<file path="src/rtl/bayes_score_argmax_if.sv">
// Index stream, pixel/likelihood memory ports and result signals
// of the naive-Bayes scoring block.
interface bayes_score_argmax_if #(
  parameter int LW = 16,
  parameter int AW = 24
);
  logic [3:0]        in_c_idx;
  logic [9:0]        in_attri_idx;
  logic [9:0]        pix_addr;
  logic              pix_rdata;
  logic [13:0]       lik_addr;
  logic [2*LW-1:0]   lik_rdata;
  logic              busy;
  logic              result_valid;
  logic [3:0]        result_digit;
  logic [AW-1:0]     result_score;

  modport master (
    output in_c_idx,
    output in_attri_idx,
    output pix_rdata,
    output lik_rdata,
    input  pix_addr,
    input  lik_addr,
    input  busy,
    input  result_valid,
    input  result_digit,
    input  result_score
  );

  modport slave (
    input  in_c_idx,
    input  in_attri_idx,
    input  pix_rdata,
    input  lik_rdata,
    output pix_addr,
    output lik_addr,
    output busy,
    output result_valid,
    output result_digit,
    output result_score
  );
endinterface

</file>
<file path="src/rtl/bayes_score_argmax.sv">
// Naive-Bayes log-probability scoring per class with a running
// argmax; one classification result per image.
module bayes_score_argmax #(
  parameter int LW     = 16,
  parameter int AW     = 24,
  parameter int NCLASS = 10,
  parameter int NATTR  = 784
) (
  input  logic clk,
  input  logic rstn,
  bayes_score_argmax_if.slave io
);

  localparam logic [3:0] CLAST = 4'(NCLASS - 1);
  localparam logic [9:0] ALAST = 10'(NATTR);
  localparam logic signed [AW-1:0] SMAX =
    {1'b0, {(AW-1){1'b1}}};
  localparam logic signed [AW-1:0] SMIN =
    {1'b1, {(AW-1){1'b0}}};

  typedef enum logic [1:0] {
    IDLE,
    ACCUM,
    FINISH,
    DONE
  } state_t;

  state_t state;
  state_t state_nx;

  logic in_ok;
  logic is_first;
  logic is_last;
  logic take;
  logic start;
  logic fire;

  logic       s1_v;
  logic [3:0] s1_c;
  logic [9:0] s1_a;

  logic       tag_v;
  logic [3:0] tag_c;

  logic signed [LW-1:0] lik_hi;
  logic signed [LW-1:0] lik_lo;
  logic signed [LW-1:0] term;
  logic signed [AW-1:0] term_ext;
  logic signed [AW:0]   acc_sum;
  logic signed [AW-1:0] acc_sat;
  logic signed [AW-1:0] acc;

  logic signed [AW-1:0] best_score;
  logic [3:0]           best_digit;
  logic                 win;
  logic signed [AW-1:0] new_score;
  logic [3:0]           new_digit;

  logic              busy_q;
  logic              rv_q;
  logic [3:0]        digit_q;
  logic [AW-1:0]     score_q;

  assign io.pix_addr = io.in_attri_idx;
  assign io.lik_addr = {io.in_c_idx, io.in_attri_idx};

  assign in_ok = (io.in_c_idx <= CLAST) &&
                 (io.in_attri_idx <= ALAST);
  assign is_first = in_ok &&
                    (io.in_c_idx == 4'd0) &&
                    (io.in_attri_idx == 10'd0);
  assign is_last = in_ok &&
                   (io.in_c_idx == CLAST) &&
                   (io.in_attri_idx == ALAST);

  assign fire = (state == FINISH) && tag_v &&
                (tag_c == CLAST);

  always_ff @(posedge clk) begin
    if (!rstn) begin
      state <= IDLE;
    end else begin
      state <= state_nx;
    end
  end

  always_comb begin
    state_nx = state;
    take     = 1'b0;
    start    = 1'b0;
    unique case (state)
      IDLE: begin
        if (is_first) begin
          start    = 1'b1;
          take     = 1'b1;
          state_nx = ACCUM;
        end
      end
      ACCUM: begin
        take = in_ok;
        if (is_last) begin
          state_nx = FINISH;
        end
      end
      FINISH: begin
        if (fire) begin
          state_nx = DONE;
        end
      end
      DONE: begin
        state_nx = DONE;
      end
      default: begin
        state_nx = IDLE;
      end
    endcase
  end

  // The prior sits in the lo field of the class-end word.
  assign lik_hi = io.lik_rdata[2*LW-1:LW];
  assign lik_lo = io.lik_rdata[LW-1:0];
  assign term = ((s1_a != ALAST) && io.pix_rdata) ?
                lik_hi : lik_lo;
  assign term_ext = AW'(term);
  assign acc_sum = (AW+1)'(acc) + (AW+1)'(term_ext);

  always_comb begin
    acc_sat = acc_sum[AW-1:0];
    if (acc_sum[AW] != acc_sum[AW-1]) begin
      acc_sat = acc_sum[AW] ? SMIN : SMAX;
    end
  end

  // Strict compare so a tie keeps the lower class.
  assign win = (tag_c == 4'd0) || (acc > best_score);
  assign new_score = win ? acc : best_score;
  assign new_digit = win ? tag_c : best_digit;

  always_ff @(posedge clk) begin
    if (!rstn) begin
      s1_v       <= 1'b0;
      s1_c       <= '0;
      s1_a       <= '0;
      tag_v      <= 1'b0;
      tag_c      <= '0;
      acc        <= '0;
      best_score <= '0;
      best_digit <= '0;
      busy_q     <= 1'b0;
      rv_q       <= 1'b0;
      digit_q    <= '0;
      score_q    <= '0;
    end else begin
      s1_v <= take;
      if (take) begin
        s1_c <= io.in_c_idx;
        s1_a <= io.in_attri_idx;
      end
      tag_v <= s1_v && (s1_a == ALAST);
      tag_c <= s1_c;
      if (s1_v) begin
        acc <= (s1_a == 10'd0) ? term_ext : acc_sat;
      end
      if (tag_v) begin
        best_score <= new_score;
        best_digit <= new_digit;
      end
      rv_q <= fire;
      if (fire) begin
        digit_q <= new_digit;
        score_q <= new_score;
      end
      if (start) begin
        busy_q <= 1'b1;
      end else if (fire) begin
        busy_q <= 1'b0;
      end
    end
  end

  assign io.busy         = busy_q;
  assign io.result_valid = rv_q;
  assign io.result_digit = digit_q;
  assign io.result_score = score_q;

endmodule

</file>
<file path="src/flat_wrapper.sv">
// flat-port wrapper written by rule: the top's interface ports become plain ports
module bayes_score_argmax_flat 
#(
  parameter int LW     = 16,
  parameter int AW     = 24,
  parameter int NCLASS = 10,
  parameter int NATTR  = 784
)
  (clk, rstn, io_in_c_idx, io_in_attri_idx, io_pix_rdata, io_lik_rdata, io_pix_addr, io_lik_addr, io_busy, io_result_valid, io_result_digit, io_result_score);
  bayes_score_argmax_if #(.LW(LW), .AW(AW)) io_i ();
  input  logic clk;
  input  logic rstn;
  input wire logic [$bits(io_i.in_c_idx)-1:0] io_in_c_idx;
  input wire logic [$bits(io_i.in_attri_idx)-1:0] io_in_attri_idx;
  input wire logic [$bits(io_i.pix_rdata)-1:0] io_pix_rdata;
  input wire logic [$bits(io_i.lik_rdata)-1:0] io_lik_rdata;
  output wire logic [$bits(io_i.pix_addr)-1:0] io_pix_addr;
  output wire logic [$bits(io_i.lik_addr)-1:0] io_lik_addr;
  output wire logic [$bits(io_i.busy)-1:0] io_busy;
  output wire logic [$bits(io_i.result_valid)-1:0] io_result_valid;
  output wire logic [$bits(io_i.result_digit)-1:0] io_result_digit;
  output wire logic [$bits(io_i.result_score)-1:0] io_result_score;
  assign io_i.in_c_idx = io_in_c_idx;
  assign io_i.in_attri_idx = io_in_attri_idx;
  assign io_i.pix_rdata = io_pix_rdata;
  assign io_i.lik_rdata = io_lik_rdata;
  assign io_pix_addr = io_i.pix_addr;
  assign io_lik_addr = io_i.lik_addr;
  assign io_busy = io_i.busy;
  assign io_result_valid = io_i.result_valid;
  assign io_result_digit = io_i.result_digit;
  assign io_result_score = io_i.result_score;
  bayes_score_argmax #(.LW(LW), .AW(AW), .NCLASS(NCLASS), .NATTR(NATTR)) u_core (.clk(clk), .rstn(rstn), .io(io_i));
endmodule
</file>
<file path="config.mk">
export PLATFORM = sky130hd
export DESIGN_NAME = bayes_score_argmax_flat
export DESIGN_NICKNAME = d
export VERILOG_FILES = /design/src/rtl/bayes_score_argmax_if.sv /design/src/rtl/bayes_score_argmax.sv /design/src/flat_wrapper.sv
export SDC_FILE = /design/constraint.sdc
export NUM_CORES = 1
export LEC_CHECK = 0
export CAP_MARGIN = 25
export CORE_ASPECT_RATIO = 1.75
export CORE_UTILIZATION = 64
export DETAILED_ROUTE_END_ITERATION = 16
export DONT_BUFFER_PORTS = 1
export PLACE_DENSITY_LB_ADDON = 0.12
export SLEW_MARGIN = 25
export SYNTH_ARGS = -nofsm -noshare
export SYNTH_HDL_FRONTEND = slang
export SYNTH_SLANG_ARGS = --single-unit
</file>
<file path="constraint.sdc">
create_clock -name clk -period 6 [get_ports clk]
set_clock_uncertainty 0.15 [all_clocks]
set_input_delay 1.2 -clock clk [delete_from_list [all_inputs] [get_ports clk]]
set_output_delay 1.2 -clock clk [all_outputs]
set_load 0.02 [all_outputs]
</file>
=== Word-level counts from Yosys, hierarchy flattened ===
Index checks and enable logic that the tools add are counted.

* Mux-type cells: 15
* Magnitude comparators: 3
* Equal/unequal tests: 12
* Reductions and logical operators: 17
* Add/subtract/negate cells: 1

{| class="wikitable"
|+ Operators with widths
! cell !! number
|-
| 2-to-1 mux 24 bit || 4
|-
| adder 24 x 16 -> 25 bit || 1
|-
| > comparator 24 bit || 1
|-
| == test 10 bit (second input constant) || 2
|-
| logical NOT 10 bit || 2
|-
| 2-to-1 mux 16 bit || 1
|-
| <= comparator 10 bit (second input constant) || 1
|-
| != test 10 bit (second input constant) || 1
|-
| logical AND 1 bit || 9
|-
| == test 4 bit (second input constant) || 2
|-
| logical NOT 4 bit || 2
|-
| one-hot mux 2 bit (4 select lines) || 1
|-
| 2-to-1 mux 2 bit || 3
|-
| != test 2 x 1 -> 1 bit (second input constant) || 3
|-
| == test 2 bit (second input constant) || 2
|-
| <= comparator 4 bit (second input constant) || 1
|-
| 2-to-1 mux 1 bit || 4
|-
| 2-to-1 mux 4 bit || 1
|-
| AND reduction 3 bit || 1
|-
| == test 2 x 1 -> 1 bit (second input constant) || 1
|-
| logical NOT 2 bit || 1
|-
| one-hot mux 1 bit (2 select lines) || 1
|-
| nonzero test 2 bit || 1
|-
| logical OR 1 bit || 1
|-
| != test 1 bit || 1
|}

* Output and inout port bits: 54
* Bits of input ports: 49
* Register bits after elaboration: 104

=== Logic depth before layout (Yosys ltp) ===
Gate-level depths: netlist of the first run.

* Depth after elaboration: 7
* Depth in mapped cells: 17
* Gate-level depth less buffers: 15

=== Worst setup path before layout of the first run ===
Ideal clock, no wire load.

* Kind: input port to flip-flop
* Start: input io_pix_rdata
* End: register u_core.acc[22]
* Path slack: 1.439 ns
* Stages: 15
* Library setup time: 0.116 ns
* Arrival time: 4.294 ns
* Path buffers: 2
* Cells stage by stage: nand2_1 -> buf_2 -> mux2_2 -> ha_1 -> fa_1 -> a211oi_1 -> o211ai_1 -> o2111ai_1 -> o2111ai_1 -> nand3_1 -> a21oi_1 -> a311o_1 -> buf_6 -> and2_1 -> a41o_1

* Longest elaborated chain between the ends: 6
* Elaborated cells between the ends (all ways): 7
* Those cells by class: add/sub: 1; eq/ne: 1; mux: 4; reduce/logical: 1

{| class="wikitable"
|+ RTL lines
! element !! RTL line !! source
|-
| start: declaration || flat_wrapper.sv:15 || <nowiki>input wire logic [$bits(io_i.pix_rdata)-1:0] io_pix_rdata;</nowiki>
|-
| logical AND 1 bit * || bayes_score_argmax.sv:122 || <nowiki>assign term = ((s1_a != ALAST) && io.pix_rdata) ?</nowiki>
|-
| 2-to-1 mux 16 bit * || bayes_score_argmax.sv:122 ||
|-
| adder 24 x 16 -> 25 bit || bayes_score_argmax.sv:125 || <nowiki>assign acc_sum = (AW+1)'(acc) + (AW+1)'(term_ext);</nowiki>
|-
| 2-to-1 mux 24 bit / != test 1 bit (equally long branches) || bayes_score_argmax.sv:130, bayes_score_argmax.sv:129 ||
|-
| 2-to-1 mux 24 bit || bayes_score_argmax.sv:129 || <nowiki>if (acc_sum[AW] != acc_sum[AW-1]) begin</nowiki>
|-
| 2-to-1 mux 24 bit * || bayes_score_argmax.sv:162 || <nowiki>acc <= (s1_a == 10'd0) ? term_ext : acc_sat;</nowiki>
|-
| end signal: assignment || bayes_score_argmax.sv:162 ||
|-
| end: declaration || bayes_score_argmax.sv:51 || <nowiki>logic signed [AW-1:0] acc;</nowiki>
|}

Every way passes the cells marked *; elsewhere a longest branch is shown, timed or not.
A chain may end at the register's enable or synchronous reset.

=== Worst setup path in the final report of the first run ===
* Start: register u_core.s1_a[3]
* End: register u_core.acc[9]

* Longest elaborated chain between the ends: 7
* Elaborated cells between the ends (all ways): 9
* Those cells by class: add/sub: 1; eq/ne: 2; mux: 4; reduce/logical: 2

{| class="wikitable"
|+ RTL lines
! element !! RTL line !! source
|-
| start: declaration || bayes_score_argmax.sv:40 || <nowiki>logic [9:0] s1_a;</nowiki>
|-
| start signal: assignment || bayes_score_argmax.sv:157 || <nowiki>s1_a <= io.in_attri_idx;</nowiki>
|-
| != test 10 bit || bayes_score_argmax.sv:122 ||
|-
| logical AND 1 bit || bayes_score_argmax.sv:122 ||
|-
| 2-to-1 mux 16 bit || bayes_score_argmax.sv:122 ||
|-
| adder 24 x 16 -> 25 bit || bayes_score_argmax.sv:125 ||
|-
| 2-to-1 mux 24 bit / != test 1 bit (equally long branches) || bayes_score_argmax.sv:130, bayes_score_argmax.sv:129 ||
|-
| 2-to-1 mux 24 bit || bayes_score_argmax.sv:129 ||
|-
| 2-to-1 mux 24 bit * || bayes_score_argmax.sv:162 ||
|}

Marks and branches as above.

==> metrics, run 1 <==
setup ws final 1.10 ns; combinational group share of total power 6.3%; Peak VDD IR 0.193 mV; number of buffers added for setup after CTS 0; net switching power 324 uW; CTS root buf clkbuf_16; port buffer count 0; DRT Pass-1 Iters 4; DRC 0; Mapped Nets 872; final std cell area, no fill 6590 um2; asr flop ratio synth 0%; RSZ-0062 raised after global routing no; Clock Latency Late Sink 0.35 ns; # resized after CTS 0; Worst EP arrival 4.98 ns; main combinational cell family by area after synthesis compound AO/OA/AOI/OAI gates; final hold violation count 0; Crit Path Class reg2reg; Final nets 827; f_max 204 MHz; Hold Startpoint u_core.best_digit[0]$_SDFFE_PN0P_; placement row count 48; ANT nets after route 0; Pint 1030 uW; placed inst area 6300 um2; post-synthesis sequential area ratio 32.4%; leakage 0.00279 uW; number of global-route vias before repair 5,406; max_cap viols 0; Top Ports 103; final wirelength 16.6 mm; post-synthesis adder-cell area fraction 9.66%; worst hold path class reg2reg; crit share post-route 81.7%; Seq cells post-synth 104; Setup crit end kind register; commonest non-fill, non-tap cell in the layout dfxtp_1; drt via density 6.41; Avg WL per Cell 19.3 um; smallest hold slack 0.319 ns; measured slew at the worst slew-check pin 0.918 ns; Die Height 135 um; multiplexer area fraction after synthesis 12.0%; Initial Util 65.6%; first-pass GRT wire length 25.7 mm; Hold-fix buffers, CTS 0; core area 9790 um2; Post-Synth Simple-Gate Area 15.5%; Ys Warns 0; share of layout cells above drive strength 1 6.81%; Worst Path Max Fanout 16; hpwl dp 12.2 mm; count of cell types in the netlist 60; Worst R2R Start u_core.s1_a[3]$_SDFFE_PN0P_; EDFF count, synth 0; largest net degree at the start of global routing 59; average size of a mapped cell 8.30 um2; final setup vio count 0; DR iter-0 viols 271; GR Overflow Total 0; deepest clock path buffer count 2; Clock Pin Slew Worst Setup and Hold Paths 0.07 ns; Worst Setup Start Kind register; post-synthesis compound-gate area fraction 19.8%; gpl congestion 0.914; clock share of power 42.9%; H-Tree Depth 3; Tmin final 4.90 ns; CTS tree built; antenna violations before repair 0; Seq pwr share 50.8%; die footprint 10,500 um2; clock sinks 104; routed vias 5,504; Max Slew Vio Count 0; Switching Fraction 23.9%; CP startpoint u_core.s1_a[3]$_SDFFE_PN0P_; Area Growth Syn to Fin 2.67%; Top FF cell, synth dfxtp_1; Post-Synthesis Cell Area 6420 um2; Worst EP required 6.08 ns; most frequent cells in the layout dfxtp_1, nand2_1, nor2_1, o21ai_0, mux2i_1; Synth Area in XOR/XNOR 2.73%; GRT Overall Usage 31.8%; Synth Instances 774; Antenna Cells 0; path depth of the worst reg2reg path 16; Max-slew headroom 38.6%; DIE WIDTH 77.7 um; setup TNS 0 ns; Setup Slack @ Placement 0.949 ns; status finished clean; power density over the cells 206 nW/um2; Hold Path Depth 2; cts bufs inserted 9
## logic make-up after synthesis
group,Yosys count
xor gates and xnor gates,20
and+or+nand+nor,221
buffers and inverters,97
DFF,104
muxes,75
AOI/OAI and AO/OA,208
adders and majority gates,49
## power by group through the flow
stage	clock network, uW	registers (uW)	logic (uW)
2_1_floorplan	0	706	90.6
3_3_place_gp	0	706	82.9
3_5_place_dp	0	706	83.7
4_1_cts	589	690	84.1
5_1_grt	615	689	91.2
6_report	581	690	85.3
## metal layers
metal  global-route usage [%]  up-vias  wire, um
met3                     4.53       60       704
li1                         -     2652         -
met2                     59.7      186      8730
met4                     21.2        0      1020
met1                     31.8     2606      6110
met5                        0        -         0
## area by class of cell
class	count	area (um2)
repair buffers	6	65.1
clock buffers	11	253
multi-input cells	573	3860
clock inverters	5	45.0
flip-flops and latches	104	2080
well taps	125	156
inverters	35	131
fillers	853	3200
## cells in the mapped netlist (11+ instances only)
cell      number  area share, %
ha_1          48            9.4
a21o_1        11            1.3
clkbuf_1      26            1.5
buf_4         25            2.9
a31oi_1       24            2.3
dfxtp_1      104             32
a21oi_1       54            4.2
o21ai_0       66            5.1
nand3_1       11           0.86
nor2_1        73            4.3
nand2_1       80            4.7
inv_1         35            2.0
mux2i_1       58            9.0
mux2_2        17            3.0
## sequential cells by signal (all words and copies together) (netlist names)
register,flops
u_core.io.result_valid,1
u_core.state,2
u_core.best_digit,4
u_core.s1_c,4
u_core.tag_v,1
u_core.s1_a,10
u_core.tag_c,4
u_core.io.result_score,24
u_core.io.busy,1
u_core.io.result_digit,4
u_core.acc,24
u_core.s1_v,1
u_core.best_score,24
## stage by stage
step | power, uW | util, % | cells
2_1_floorplan | 796 | - | 774
3_3_place_gp | 789 | 64.0 | 842
3_5_place_dp | 789 | 64.3 | 843
4_1_cts | 1360 | 67.4 | 859
5_1_grt | 1400 | 67.4 | 859
6_report | 1360 | 67.4 | 859
## worst max-delay path, cell delays in order, from the launching register on
cell and delay [ns]:
dfxtp_1 0.32, nor4_1 0.47, nand3_1 0.17, nand2_1 0.54
mux2_2 0.43, ha_1 0.24, fa_1 0.44, a211oi_1 0.28
o211ai_1 0.13, o2111ai_1 0.13, o2111ai_1 0.20, nand3_1 0.19
a21oi_1 0.15, a221oi_1 0.38, buf_4 0.26, a21boi_0 0.21
o31ai_1 0.08
## path summary, 6_finish.rpt
path / endpoint / slack [ns]
setup / recovery: u_core.acc[9]$_SDFFE_PN0P_ / 1.10
hold / removal: u_core.io.result_digit[0]$_SDFFE_PN0P_ / 0.32
setup reg to reg: u_core.acc[9]$_SDFFE_PN0P_ / 1.10
hold reg to reg: u_core.io.result_digit[0]$_SDFFE_PN0P_ / 0.32
(Power assumes the default switching activity.)
==> run 2: changes to the inputs <==
--- a/config.mk
+++ b/config.mk
@@ -7,7 +7,7 @@
 export LEC_CHECK = 0
 export CAP_MARGIN = 25
 export CORE_ASPECT_RATIO = 1.75
-export CORE_UTILIZATION = 64
+export CORE_UTILIZATION = 58
 export DETAILED_ROUTE_END_ITERATION = 16
 export DONT_BUFFER_PORTS = 1
 export PLACE_DENSITY_LB_ADDON = 0.12
==> constraint.sdc (replaced) <==
create_clock -name clk -period 4.2 [get_ports clk]
set_clock_uncertainty 0.15 [all_clocks]
set_input_delay 0.84 -clock clk [delete_from_list [all_inputs] [get_ports clk]]
set_output_delay 0.84 -clock clk [all_outputs]
set_load 0.02 [all_outputs]
==> metrics, run 2 (same netlist as run 1, synthesis figures left out) <==
fillers 950; core area 10,800 um2; f_max 248 MHz; most frequent cells in the layout dfxtp_1, nand2_1, nor2_1, o21ai_0, mux2i_1; number of global-route vias before repair 5,318; Setup Slack @ Placement 0.0259 ns; gpl congestion 0.925; CTS tree built; GR Overflow Total 0; worst hold path class reg2reg; cell mode on critical path buf_4; Hold-fix buffers, CTS 0; placement row count 50; ANT nets after route 0; crit share post-route 96.1%; final wirelength 17.0 mm; CTS root buf clkbuf_16; power density over the cells 283 nW/um2; final setup vio count 0; Tmin final 4.03 ns; Initial Util 59.7%; port buffer count 0; Antenna Cells 0; DIE WIDTH 81.5 um; Area Growth Syn to Fin 7.09%; commonest non-fill, non-tap cell in the layout dfxtp_1; measured slew at the worst slew-check pin 0.924 ns; Bufs and invs on worst path 3; routed vias 5,572; Clock Pin Slew Worst Setup and Hold Paths 0.08 ns; smallest hold slack 0.316 ns; Slowest Stage Delay on Critical Path 0.48 ns; Top Ports 103; DRT Pass-1 Iters 5; Worst Setup Start Kind register; clock sinks 104; Max-slew headroom 38.3%; Worst EP required 4.29 ns; cts bufs inserted 9; DR iter-0 viols 256; CP top delay family compound AO/OA/AOI/OAI gates; die footprint 11,500 um2; Total Power 1950 uW; Critical Path, Cell by Cell nor4_2, buf_4, nand3_1, nand2_2, buf_12, mux2_2, ha_1, a21o_1, nor3b_1, o211ai_2, nand3_2, a311o_2, and3_1, a311o_1, buf_4, o22ai_1, nor2_1; H-Tree Depth 3; Worst Path Max Fanout 15; setup ws final 0.166 ns; GRT Overall Usage 30.1%; largest net degree at the start of global routing 59; Final nets 853; first-pass GRT wire length 26.1 mm; share of layout cells above drive strength 1 12.6%; slowest CP cell a311o_2; final hold violation count 0; leakage 0.00293 uW; status finished clean; Layout Utilization 63.9%; Worst EP arrival 4.13 ns; Setup crit end kind register; DRC 0; Avg WL per Cell 19.2 um; antenna violations before repair 0; Die Height 141 um; deepest clock path buffer count 2; hpwl dp 12.6 mm; Max Slew Vio Count 0; Clock Latency Late Sink 0.36 ns; max_cap viols 0; Crit Path Class reg2reg; drt via density 6.26; Peak VDD IR 0.246 mV
run 2: changes by cell type in the layout (fill, tap and decap cells not counted), sizes merged:
cell and delta:
buf +26, clkbuf -2, clkinv +4, clkinvlp -1, inv -1
run 2: stage by stage:
step	cells	area (um2)	setup TNS [ns]
floorplan	774	6420	0
global placement	874	6490	0
detailed placement	874	6490	0
CTS	890	6800	0
global route	890	6880	-0.0495
finish	890	6880	0
run 2: layout make-up:
cell class | instances | area (um2) | area share, %
inverter | 35 | 131 | 1.91
multi-input combinational | 573 | 3950 | 57.4
sequential | 104 | 2080 | 30.3
clock buffer | 9 | 225 | 3.27
timing repair buffer | 32 | 253 | 3.67
tap | 130 | 163 | 2.36
clock inverter | 7 | 76.3 | 1.11
run 2: report_power, final:
part	switching [uW]	internal (uW)
clock	414	420
sequential	0.0314	985
combinational	77.0	53.2
run 2: final timing paths:
path / startpoint / to / slack [ns] / cells past startpoint
max: u_core.s1_a[3]$_SDFFE_PN0P_ / u_core.acc[19]$_SDFFE_PN0P_ / 0.17 / 17
min: u_core.s1_c[3]$_SDFFE_PN0P_ / u_core.tag_c[3]$_SDFF_PN0_ / 0.32 / 1
max reg2reg: u_core.s1_a[3]$_SDFFE_PN0P_ / u_core.acc[19]$_SDFFE_PN0P_ / 0.17 / 17
min reg2reg: u_core.s1_c[3]$_SDFFE_PN0P_ / u_core.tag_c[3]$_SDFF_PN0_ / 0.32 / 1
run 2: per-layer routing:
| metal | GRT usage, % | wire [um] | vias to the layer above |
|---|---|---|---|
| met5 | 0 | 0 | - |
| met4 | 18.5 | 938 | 0 |
| met2 | 55.4 | 9260 | 140 |
| li1 | - | - | 2713 |
| met1 | 30.1 | 6180 | 2663 |
| met3 | 5.05 | 672 | 56 |
run 2: repair_timing:
| action | 4_1_cts | 5_1_grt |
|---|---|---|
| buffers inserted | 0 | 0 |
| pin swaps | 0 | 7 |
| gates resized for setup | 1 | 22 |
| setup endpoints to repair | 1 | 23 |
| cloned | 0 | 0 |
